## config.mk

```make
export PLATFORM = sky130hd
export DESIGN_NAME = instr_decode_pipe
export DESIGN_NICKNAME = d
export VERILOG_FILES = /design/src/rtl/instr_decode_pipe_pkg.sv /design/src/rtl/decode_control_unit.sv /design/src/rtl/decode_hazard_unit.sv /design/src/rtl/imm_extender.sv /design/src/rtl/regfile.sv /design/src/rtl/instr_decode_pipe.sv
export SDC_FILE = /design/constraint.sdc
export NUM_CORES = 2
export LEC_CHECK = 0
export ABC_CLOCK_PERIOD_IN_PS = 2800
export BUFFER_PORTS_ARGS = -buffer_cell sky130_fd_sc_hd__buf_2
export CAP_MARGIN = 20
export CORE_UTILIZATION = 38
export CTS_CLUSTER_DIAMETER = 100
export DETAILED_ROUTE_END_ITERATION = 6
export GPL_ROUTABILITY_DRIVEN = 0
export PLACE_DENSITY = 0.54
export SETUP_SLACK_MARGIN = 0.4
export SYNTH_ARGS = -nofsm -noshare
export SYNTH_HDL_FRONTEND = slang
export SYNTH_SLANG_ARGS = --single-unit
```

## constraint.sdc

```tcl
create_clock -name clk -period 2.8 [get_ports clk]
set_input_delay 0.56 -clock clk [delete_from_list [all_inputs] [get_ports clk]]
set_output_delay 0.56 -clock clk [all_outputs]
set_load 0.05 [all_outputs]
```

## src/rtl/instr_decode_pipe_pkg.sv

```systemverilog
// Shared decode constants: result-source, ALU opcode, immediate-format and
// memory-width encodings, plus the packed control bundle carried to execute.
package instr_decode_pipe_pkg;

    localparam logic [1:0] RES_ALU = 2'd0;
    localparam logic [1:0] RES_MEM = 2'd1;
    localparam logic [1:0] RES_PC4 = 2'd2;

    localparam logic [5:0] ALU_ADD   = 6'd0;
    localparam logic [5:0] ALU_SUB   = 6'd1;
    localparam logic [5:0] ALU_SLL   = 6'd2;
    localparam logic [5:0] ALU_SLT   = 6'd3;
    localparam logic [5:0] ALU_SLTU  = 6'd4;
    localparam logic [5:0] ALU_XOR   = 6'd5;
    localparam logic [5:0] ALU_SRL   = 6'd6;
    localparam logic [5:0] ALU_SRA   = 6'd7;
    localparam logic [5:0] ALU_OR    = 6'd8;
    localparam logic [5:0] ALU_AND   = 6'd9;
    localparam logic [5:0] ALU_PASSB = 6'd10;

    localparam logic [2:0] MEM_B  = 3'd0;
    localparam logic [2:0] MEM_H  = 3'd1;
    localparam logic [2:0] MEM_W  = 3'd2;
    localparam logic [2:0] MEM_BU = 3'd4;
    localparam logic [2:0] MEM_HU = 3'd5;

    localparam logic [6:0] OP_LUI    = 7'b0110111;
    localparam logic [6:0] OP_AUIPC  = 7'b0010111;
    localparam logic [6:0] OP_JAL    = 7'b1101111;
    localparam logic [6:0] OP_JALR   = 7'b1100111;
    localparam logic [6:0] OP_BRANCH = 7'b1100011;
    localparam logic [6:0] OP_LOAD   = 7'b0000011;
    localparam logic [6:0] OP_STORE  = 7'b0100011;
    localparam logic [6:0] OP_IMM    = 7'b0010011;
    localparam logic [6:0] OP_REG    = 7'b0110011;

    typedef enum logic [2:0] {
        IMM_I = 3'd0,
        IMM_S = 3'd1,
        IMM_B = 3'd2,
        IMM_U = 3'd3,
        IMM_J = 3'd4
    } imm_sel_t;

    typedef struct packed {
        logic       rd_we;
        logic       branch;
        logic       jump;
        logic       mem_we;
        logic       alu_src;
        logic [1:0] res_src;
        logic [2:0] mem_width;
        logic [5:0] alu_op;
    } ctrl_t;

    // Arithmetic/logic op from funct3; alt selects SUB/SRA.
    function automatic logic [5:0] alu_from_funct3(input logic [2:0] f3, input logic alt);
        case (f3)
            3'b000:  return alt ? ALU_SUB : ALU_ADD;
            3'b001:  return ALU_SLL;
            3'b010:  return ALU_SLT;
            3'b011:  return ALU_SLTU;
            3'b100:  return ALU_XOR;
            3'b101:  return alt ? ALU_SRA : ALU_SRL;
            3'b110:  return ALU_OR;
            default: return ALU_AND;
        endcase
    endfunction

endpackage

```

## src/rtl/decode_control_unit.sv

```systemverilog
// Main decoder: opcode/funct fields to the execute control bundle and the
// immediate format select.
module decode_control_unit
    import instr_decode_pipe_pkg::*;
(
    input  logic [6:0] opcode,
    input  logic [2:0] funct3,
    input  logic       funct7_5,
    output ctrl_t      ctrl,
    output imm_sel_t   imm_sel
);

    logic [2:0] legal_width;

    // Unsupported load/store widths fall back to word access.
    always_comb begin
        case (funct3)
            MEM_B, MEM_H, MEM_W, MEM_BU, MEM_HU: legal_width = funct3;
            default:                             legal_width = MEM_W;
        endcase
    end

    // Per-opcode control generation; unknown opcodes decode as a no-op.
    always_comb begin
        ctrl    = '0;
        imm_sel = IMM_I;
        case (opcode)
            OP_LUI: begin
                ctrl.rd_we   = 1'b1;
                ctrl.alu_src = 1'b1;
                ctrl.alu_op  = ALU_PASSB;
                imm_sel      = IMM_U;
            end
            OP_AUIPC: begin
                ctrl.rd_we   = 1'b1;
                ctrl.alu_src = 1'b1;
                ctrl.alu_op  = ALU_ADD;
                imm_sel      = IMM_U;
            end
            OP_JAL: begin
                ctrl.rd_we   = 1'b1;
                ctrl.jump    = 1'b1;
                ctrl.res_src = RES_PC4;
                imm_sel      = IMM_J;
            end
            OP_JALR: begin
                ctrl.rd_we   = 1'b1;
                ctrl.jump    = 1'b1;
                ctrl.alu_src = 1'b1;
                ctrl.res_src = RES_PC4;
            end
            OP_BRANCH: begin
                ctrl.branch = 1'b1;
                imm_sel     = IMM_B;
                case (funct3[2:1])
                    2'b10:   ctrl.alu_op = ALU_SLT;
                    2'b11:   ctrl.alu_op = ALU_SLTU;
                    default: ctrl.alu_op = ALU_SUB;
                endcase
            end
            OP_LOAD: begin
                ctrl.rd_we     = 1'b1;
                ctrl.alu_src   = 1'b1;
                ctrl.res_src   = RES_MEM;
                ctrl.mem_width = legal_width;
            end
            OP_STORE: begin
                ctrl.mem_we    = 1'b1;
                ctrl.alu_src   = 1'b1;
                ctrl.mem_width = legal_width;
                imm_sel        = IMM_S;
            end
            OP_IMM: begin
                ctrl.rd_we   = 1'b1;
                ctrl.alu_src = 1'b1;
                ctrl.alu_op  = alu_from_funct3(funct3, (funct3 == 3'b101) && funct7_5);
            end
            OP_REG: begin
                ctrl.rd_we  = 1'b1;
                ctrl.alu_op = alu_from_funct3(funct3, funct7_5);
            end
            default: ;
        endcase
    end

endmodule

```

## src/rtl/decode_hazard_unit.sv

```systemverilog
// Load-use hazard compare between the load held in ID/EX and the source
// registers of the instruction being decoded. Active only with
// LOAD_USE_STALL_EN defined; otherwise the hazard output is tied low.
module decode_hazard_unit
    import instr_decode_pipe_pkg::*;
#(
    parameter int unsigned RA_W = 5
) (
    input  logic            ex_valid,
    input  logic [1:0]      ex_res_src,
    input  logic            ex_rd_we,
    input  logic [RA_W-1:0] ex_rd_addr,
    input  logic [RA_W-1:0] id_rs1,
    input  logic [RA_W-1:0] id_rs2,
    output logic            hazard
);

`ifdef LOAD_USE_STALL_EN
    // Conservative: compares both sources regardless of instruction format.
    always_comb begin
        hazard = ex_valid && (ex_res_src == RES_MEM) && ex_rd_we &&
                 (ex_rd_addr != '0) &&
                 ((ex_rd_addr == id_rs1) || (ex_rd_addr == id_rs2));
    end
`else
    logic unused_inputs;
    assign unused_inputs = ^{ex_valid, ex_res_src, ex_rd_we, ex_rd_addr, id_rs1, id_rs2};
    assign hazard        = 1'b0;
`endif

endmodule

```

## src/rtl/imm_extender.sv

```systemverilog
// Immediate extraction and sign extension to XLEN for the I/S/B/U/J formats.
module imm_extender
    import instr_decode_pipe_pkg::*;
#(
    parameter int unsigned XLEN = 32
) (
    input  logic [31:7]     instr_hi,
    input  imm_sel_t        imm_sel,
    output logic [XLEN-1:0] imm
);

    logic [31:0] imm32;

    // Reassemble the format-specific immediate bits into a 32-bit value.
    always_comb begin
        case (imm_sel)
            IMM_I:   imm32 = {{20{instr_hi[31]}}, instr_hi[31:20]};
            IMM_S:   imm32 = {{20{instr_hi[31]}}, instr_hi[31:25], instr_hi[11:7]};
            IMM_B:   imm32 = {{19{instr_hi[31]}}, instr_hi[31], instr_hi[7],
                              instr_hi[30:25], instr_hi[11:8], 1'b0};
            IMM_U:   imm32 = {instr_hi[31:12], 12'b0};
            IMM_J:   imm32 = {{11{instr_hi[31]}}, instr_hi[31], instr_hi[19:12],
                              instr_hi[20], instr_hi[30:21], 1'b0};
            default: imm32 = '0;
        endcase
    end

    assign imm = XLEN'(signed'(imm32));

endmodule

```

## src/rtl/regfile.sv

```systemverilog
// NREGS x XLEN register file, two read ports, one write port, x0 hardwired
// to zero, with same-cycle write-to-read bypass. Contents are not reset.
module regfile #(
    parameter int unsigned XLEN  = 32,
    parameter int unsigned NREGS = 32,
    parameter int unsigned RA_W  = $clog2(NREGS)
) (
    input  logic            clk,
    input  logic [RA_W-1:0] rs1_addr,
    input  logic [RA_W-1:0] rs2_addr,
    input  logic            we,
    input  logic [RA_W-1:0] waddr,
    input  logic [XLEN-1:0] wdata,
    output logic [XLEN-1:0] rs1_data,
    output logic [XLEN-1:0] rs2_data
);

    logic [XLEN-1:0] mem [NREGS];
    logic            wr_live;

    assign wr_live = we && (waddr != '0);

    // Writes commit on the rising edge; x0 is never written.
    always_ff @(posedge clk) begin
        if (wr_live) mem[waddr] <= wdata;
    end

    // Reads: x0 is zero, a matching write this cycle is forwarded.
    always_comb begin
        if (rs1_addr == '0)                       rs1_data = '0;
        else if (wr_live && (waddr == rs1_addr))  rs1_data = wdata;
        else                                      rs1_data = mem[rs1_addr];
        if (rs2_addr == '0)                       rs2_data = '0;
        else if (wr_live && (waddr == rs2_addr))  rs2_data = wdata;
        else                                      rs2_data = mem[rs2_addr];
    end

endmodule

```

## src/rtl/instr_decode_pipe.sv

```systemverilog
// Decode stage with an elastic ID/EX register: valid/ready backpressure,
// flush, writeback bypass, and optional load-use bubble insertion
// (enabled by defining LOAD_USE_STALL_EN).
module instr_decode_pipe
    import instr_decode_pipe_pkg::*;
#(
    parameter  int unsigned XLEN     = 32,
    parameter  int unsigned NREGS    = 32,
    parameter  int unsigned ALU_OP_W = 6,
    localparam int unsigned RA_W     = $clog2(NREGS)
) (
    input  logic                clk,
    input  logic                rst,
    input  logic                in_valid,
    output logic                in_ready,
    input  logic [31:0]         instr,
    input  logic [XLEN-1:0]     pc_in,
    input  logic [XLEN-1:0]     next_pc_in,
    input  logic                flush,
    input  logic                reg_write_enable,
    input  logic [RA_W-1:0]     reg_write_addr,
    input  logic [XLEN-1:0]     reg_write_data,
    output logic                out_valid,
    input  logic                out_ready,
    output logic [XLEN-1:0]     pc_out,
    output logic [XLEN-1:0]     next_pc_out,
    output logic [XLEN-1:0]     imm,
    output logic [XLEN-1:0]     rs1_data,
    output logic [XLEN-1:0]     rs2_data,
    output logic [RA_W-1:0]     rs1_addr,
    output logic [RA_W-1:0]     rs2_addr,
    output logic [RA_W-1:0]     rd_write_addr,
    output logic                rd_write_enable,
    output logic                branch,
    output logic                jump,
    output logic                mem_write_enable,
    output logic                alu_input_conf,
    output logic [1:0]          res_src,
    output logic [2:0]          mem_width_out,
    output logic [ALU_OP_W-1:0] alu_op
);

    ctrl_t           dec_ctrl;
    ctrl_t           ctrl_q;
    imm_sel_t        imm_sel;
    logic [XLEN-1:0] dec_imm;
    logic [XLEN-1:0] rd1;
    logic [XLEN-1:0] rd2;
    logic [RA_W-1:0] rs1_idx;
    logic [RA_W-1:0] rs2_idx;
    logic [RA_W-1:0] rd_idx;
    logic            hazard;
    logic            advance;

    assign rs1_idx = instr[15 +: RA_W];
    assign rs2_idx = instr[20 +: RA_W];
    assign rd_idx  = instr[7 +: RA_W];

    decode_control_unit u_ctrl (
        .opcode   (instr[6:0]),
        .funct3   (instr[14:12]),
        .funct7_5 (instr[30]),
        .ctrl     (dec_ctrl),
        .imm_sel  (imm_sel)
    );

    imm_extender #(.XLEN(XLEN)) u_imm (
        .instr_hi (instr[31:7]),
        .imm_sel  (imm_sel),
        .imm      (dec_imm)
    );

    regfile #(.XLEN(XLEN), .NREGS(NREGS), .RA_W(RA_W)) u_rf (
        .clk      (clk),
        .rs1_addr (rs1_idx),
        .rs2_addr (rs2_idx),
        .we       (reg_write_enable),
        .waddr    (reg_write_addr),
        .wdata    (reg_write_data),
        .rs1_data (rd1),
        .rs2_data (rd2)
    );

    decode_hazard_unit #(.RA_W(RA_W)) u_hz (
        .ex_valid   (out_valid),
        .ex_res_src (ctrl_q.res_src),
        .ex_rd_we   (ctrl_q.rd_we),
        .ex_rd_addr (rd_write_addr),
        .id_rs1     (rs1_idx),
        .id_rs2     (rs2_idx),
        .hazard     (hazard)
    );

    assign advance  = !out_valid || out_ready;
    assign in_ready = flush || (advance && !hazard);

    // ID/EX register: reset > flush > advance; bubbles and flushed slots
    // clear control but keep the data fields.
    always_ff @(posedge clk) begin
        if (rst) begin
            out_valid     <= 1'b0;
            ctrl_q        <= '0;
            pc_out        <= '0;
            next_pc_out   <= '0;
            imm           <= '0;
            rs1_data      <= '0;
            rs2_data      <= '0;
            rs1_addr      <= '0;
            rs2_addr      <= '0;
            rd_write_addr <= '0;
        end else if (flush) begin
            out_valid <= 1'b0;
            ctrl_q    <= '0;
        end else if (advance) begin
            if (hazard) begin
                out_valid <= 1'b0;
                ctrl_q    <= '0;
            end else begin
                out_valid     <= in_valid;
                ctrl_q        <= in_valid ? dec_ctrl : '0;
                pc_out        <= pc_in;
                next_pc_out   <= next_pc_in;
                imm           <= dec_imm;
                rs1_data      <= rd1;
                rs2_data      <= rd2;
                rs1_addr      <= rs1_idx;
                rs2_addr      <= rs2_idx;
                rd_write_addr <= rd_idx;
            end
        end
    end

    assign rd_write_enable  = ctrl_q.rd_we;
    assign branch           = ctrl_q.branch;
    assign jump             = ctrl_q.jump;
    assign mem_write_enable = ctrl_q.mem_we;
    assign alu_input_conf   = ctrl_q.alu_src;
    assign res_src          = ctrl_q.res_src;
    assign mem_width_out    = ctrl_q.mem_width;
    assign alu_op           = ALU_OP_W'(ctrl_q.alu_op);

endmodule

```

* Word level (Yosys, flattened, before mapping) *
Memories as Yosys holds them, arrays and structs flattened.
Index checks and enable logic that the tools add are counted.

cells by class
  bitwise logic cells = 1
  reduce and logical (&&, ||, !) cells = 20
  equality and inequality tests = 23
  muxes and demuxes = 25

operator list
  kind                                                 count
  one-hot mux 32 bit (5 select lines)                  1
  2-to-1 mux 32 bit                                    4
  one-hot mux 6 bit (7 select lines)                   2
  one-hot mux 6 bit (4 select lines)                   1
  equality test 7 x 6 -> 1 bit, second input constant  3
  equality test 7 bit, second input constant           3
  2-to-1 mux 16 bit                                    1
  equality test 7 x 5 -> 1 bit, second input constant  2
  equality test 3 x 2 -> 1 bit, second input constant  4
  equality test 3 bit, second input constant           4
  one-hot mux 3 bit (4 select lines)                   1
  2-to-1 mux 1 bit                                     11
  equality test 5 bit                                  2
  zero test 5 bit                                      2
  OR reduction 2 bit                                   4
  equality test 7 x 2 -> 1 bit, second input constant  1
  OR reduction 7 bit                                   1
  equality test 3 x 1 -> 1 bit, second input constant  2
  zero test 3 bit                                      2
  2-to-1 mux 3 bit                                     2
  one-hot mux 3 bit (2 select lines)                   1
  OR reduction 6 bit                                   1
  nonzero test 5 bit                                   1
  OR reduction 5 bit                                   1
  other kinds (7)                                      12

word-level totals
  memories kept = 1
  register bits after elaboration = 192
  memory bits (writable) = 1,024
  output and inout port bits = 193
  logic and storage cells = 87
  input bits = 139

memories
  name      depth  width  read ports  clocked after memory_dff  write ports  line           source
  u_rf.mem  32     32     2           0                         1            regfile.sv:18  logic [XLEN-1:0] mem [NREGS];

* Depth between registers and ports, before layout *
  word-level depth = 6
  depth in mapped cells = 9
  mapped depth without buffers = 5

* Hierarchy *
Synthesis repeated with hierarchy kept, for this count alone.

second synthesis, totals
  cell total of the unflattened synthesis = 3,554
  area total of the unflattened synthesis = 57,457.6 µm²

by module, submodules not included
  module               times used  area an instance (µm²)  cells each
  regfile              1           48,210.0                2,607
  instr_decode_pipe    1           8,360.5                 801
  imm_extender         1           540.5                   94
  decode_control_unit  1           335.3                   50
  decode_hazard_unit   1           11.3                    2

* Worst setup path after synthesis *
OpenSTA, ideal clock, no wires.

  path type = input-to-reg
  start point = input port reg_write_addr[4]
  end point = memory u_rf.mem[17][0] (enable)
  stages on the path = 3
  setup slack = -192 ps
  required time = 2,379 ps
  buffers on the path = 1
  library setup time = 421 ps
  data arrival time = 2,571 ps
  cells stage by stage = buf_4 or3b_2 nor2_1

on the way
  longest elaborated chain between the ends = 4

ends and longest elaborated chain
  element                                 line                     source
  from (decl)                             instr_decode_pipe.sv:21  input logic [RA_W-1:0] reg_write_addr,
  nonzero test 5 bit                      regfile.sv:21            assign wr_live = we && (waddr != '0);
  logical AND 1 bit                       regfile.sv:21
  2-to-1 mux 1 bit                        regfile.sv:25            if (wr_live) mem[waddr] <= wdata;
  2-to-1 mux 1 bit (not written as such)  regfile.sv:25
  to (decl)                               regfile.sv:18

Parallel ways exist; a longest one is shown, timed or not.

* Final worst setup path *
  start point = register rs2_data[31]
  end point = output port rs2_data[31]

RTL lines
  element                 line                      source
  from (decl)             instr_decode_pipe.sv:29   output logic [XLEN-1:0] rs2_data,
  from (signal assigned)  instr_decode_pipe.sv:125  rs2_data <= rd2;

No word-level cell between the ends.

==> out/metrics.csv <==
metric,value,unit
root_buffer,clkbuf_16,
total_power,42.13,mW
critPathBufInv,1,
max_cap_violations,0,
die_area,145500,um^2
grt_usage,26.04,%
cts_num_sinks,1213,
fmax,0.4376,GHz
dp_hpwl,116500,um
antenna_found_initial,13,
setup_viol,0,
dieHeight,381.5,um
min_period,2.285,ns
core_area,142300,um^2
clk_path_buf_depth,3,
area_growth,20.24,%
cp_top_family,flip-flops,
synth_edf_count,1024,
drtAntennaViolNets,0,
max_stage_delay,0.60,ns
clk_pin_slew,0.06,ns
setup_tns,0,ns
drt_first_pass_iters,6,
synth_most_common_cell,edfxtp_1,
h-tree-depth,4,
syn_area,54720,um^2
io_pins,332,
worstMarginPinSlew,1.192,ns
placementRows,138,
rsz0062_at_grt,no,
fin_skew,0.02311,ns
grt_max_degree,176,
drt_iter0_drc,3914,
ys_ff_latch,1213,
start_kind,flip-flop,
avgSynthCellArea,16.97,um^2
synth_top_area_share,56.20,%
path_max_fanout,3,
endpoint_kind,output port,
min_period_over_period,81.62,%
ir_drop,0.4415,mV
initial_core_util,38.46,%
synth_cell_types,72,
nets,3891,
numCtsBuffers,134,
cts_tree,yes,
synth_area_leaders,"edfxtp_1 (56%), mux4_2 (16%), dfxtp_1 (6.9%)",
drt-total-wl,192200,um
maxSlewHeadroom,20.35,%
clk_latency,0.77,ns
worstHoldPathType,primary input to flip-flop,
fillCellCount,12192,
layout-drive-gt1-share,34.42,%
drc_errors,0,
cp_cell_sequence,buf_2,
p_leak,22.52,nW
cp.arrival,1.73,ns
slew_violations,0,
grt_pass1_wl,267500,um
synth_seq_area_share,63.11,%
critPathRequiredTime,2.24,ns
critPathKind,flip-flop to output port,
synth_cells,3224,
synth_flop_cell,edfxtp_1,
yosysTopAreaCell,edfxtp_1,
crit_slowest_cell,dfxtp_1,
synth_common_cells,"edfxtp_1 (1024), mux4_2 (383), mux2i_1 (263), nand2_1 (215), dfxtp_1 (189)",
die_x,381.5,um
via_per_inst,6.209,
yosysWarningCount,0,
outcome,"complete, no violations",
fin_hold_ws,0.05453,ns
port_buffers,329,
p_per_area,640.4,nW/um^2
async_flop_share,0,%
overflow,0,
vias,35725,
hold_viol_final,0,
grt_pass1_vias,35136,
wire_per_inst,33.40,um
[state kept, by name, summed over array words and instances, names as in the netlist, 4 cells and up]
register / flops
rs2_addr: 5
next_pc_out: 32
rs1_addr: 5
pc_out: 32
alu_op: 4
rd_write_addr: 5
imm: 32
rs2_data: 32
rs1_data: 32
u_rf.mem: 1024
[cells in the final DEF, fill, tap and decap left out, types with 6 or more instances in the layout]
master and count:
edfxtp_1 1024, mux4_2 383, buf_2 319, mux2i_1 263, nand2_1 212, dfxtp_1 189, buf_4 180, clkbuf_16 138
a21oi_1 105, buf_12 101, o221ai_1 94, mux2_2 91, a221oi_1 84, a2bb2oi_1 64, o32ai_1 60, dlygate4sd3_1 51
clkbuf_1 46, nor2_1 40, a211oi_1 37, nor2_4 34, o22ai_1 34, conb_1 34, a22o_1 32, nor3_1 27
a2111oi_0 21, nand3_1 16, clkinv_1 14, clkinv_2 13, nor2b_1 10, a211o_1 10, clkbuf_8 10, xnor2_1 7
bufinv_16 7, diode_2 6, nand3b_1 6
[area by class of cell]
type	count	area [um^2]	area share (%)
flip-flops and latches	1213	34530	52.49
multi-input cells	1743	19050	28.95
repair buffers	658	5573	8.470
clock buffers	194	3757	5.711
well taps	1890	2365	3.594
clock inverters	48	494.2	0.7512
diodes	6	15.01	0.02282
inverters	2	7.507	0.01141
[metal layers]
layer	global-route usage [%]	vias to the layer above	wire, um
met3	5.275	354	17060
met5	0	-	50
met1	35.68	18896	79340
li1	-	14578	-
met2	41.36	1889	89560
met4	8.672	8	6178
[report_power, final]
| part | total [mW] | internal, mW | switching [mW] |
|---|---|---|---|
| combinational | 4.57 | 1.72 | 2.85 |
| sequential | 20.2 | 20.0 | 0.255 |
| clock | 17.3 | 10.0 | 7.34 |
[per-stage QoR]
stage	utilization [%]	area [um^2]	cells	setup slack (ns)
floorplan	-	54910	3257	-0.03730
global placement	42.88	61000	5454	0.09168
detailed placement	42.88	61000	5454	0.06792
CTS	46.23	65770	5747	0.4118
global route	46.24	65780	5749	0.5230
finish	46.24	65790	5754	0.5147
[logic make-up after synthesis]
kind of cell    count (synthesis)  share of synthesized area (%)
flops                        1213                          63.11
mux                           737                          22.45
compound gates                572                          8.271
simple gates                  390                          3.114
buf+inv                       301                          2.888
xor+xnor                       10                         0.1601
other cells                     1                       0.006853
[worst paths after layout]
kind,start,to,slack (ns),cells past startpoint
max,rs2_data[31]$_SDFFE_PP0P_,rs2_data[31],0.51,1
min,instr[11],rd_write_addr[4]$_SDFFE_PP0P_,0.05,3
max reg2reg,u_rf.mem[10][14]$_DFFE_PP_,rs2_data[14]$_SDFFE_PP0P_,0.77,5
min reg2reg,imm[6]$_SDFFE_PP0P_,imm[6]$_SDFFE_PP0P_,0.45,2
[timing repair]
action,in CTS,in global routing
hold buffers,51,0
endpoints found under the hold margin,51,0
setup buffers,0,1
endpoints found under the setup margin,1,1
resized for setup,1,0
No activity file was read; power rests on OpenSTA's default activity.
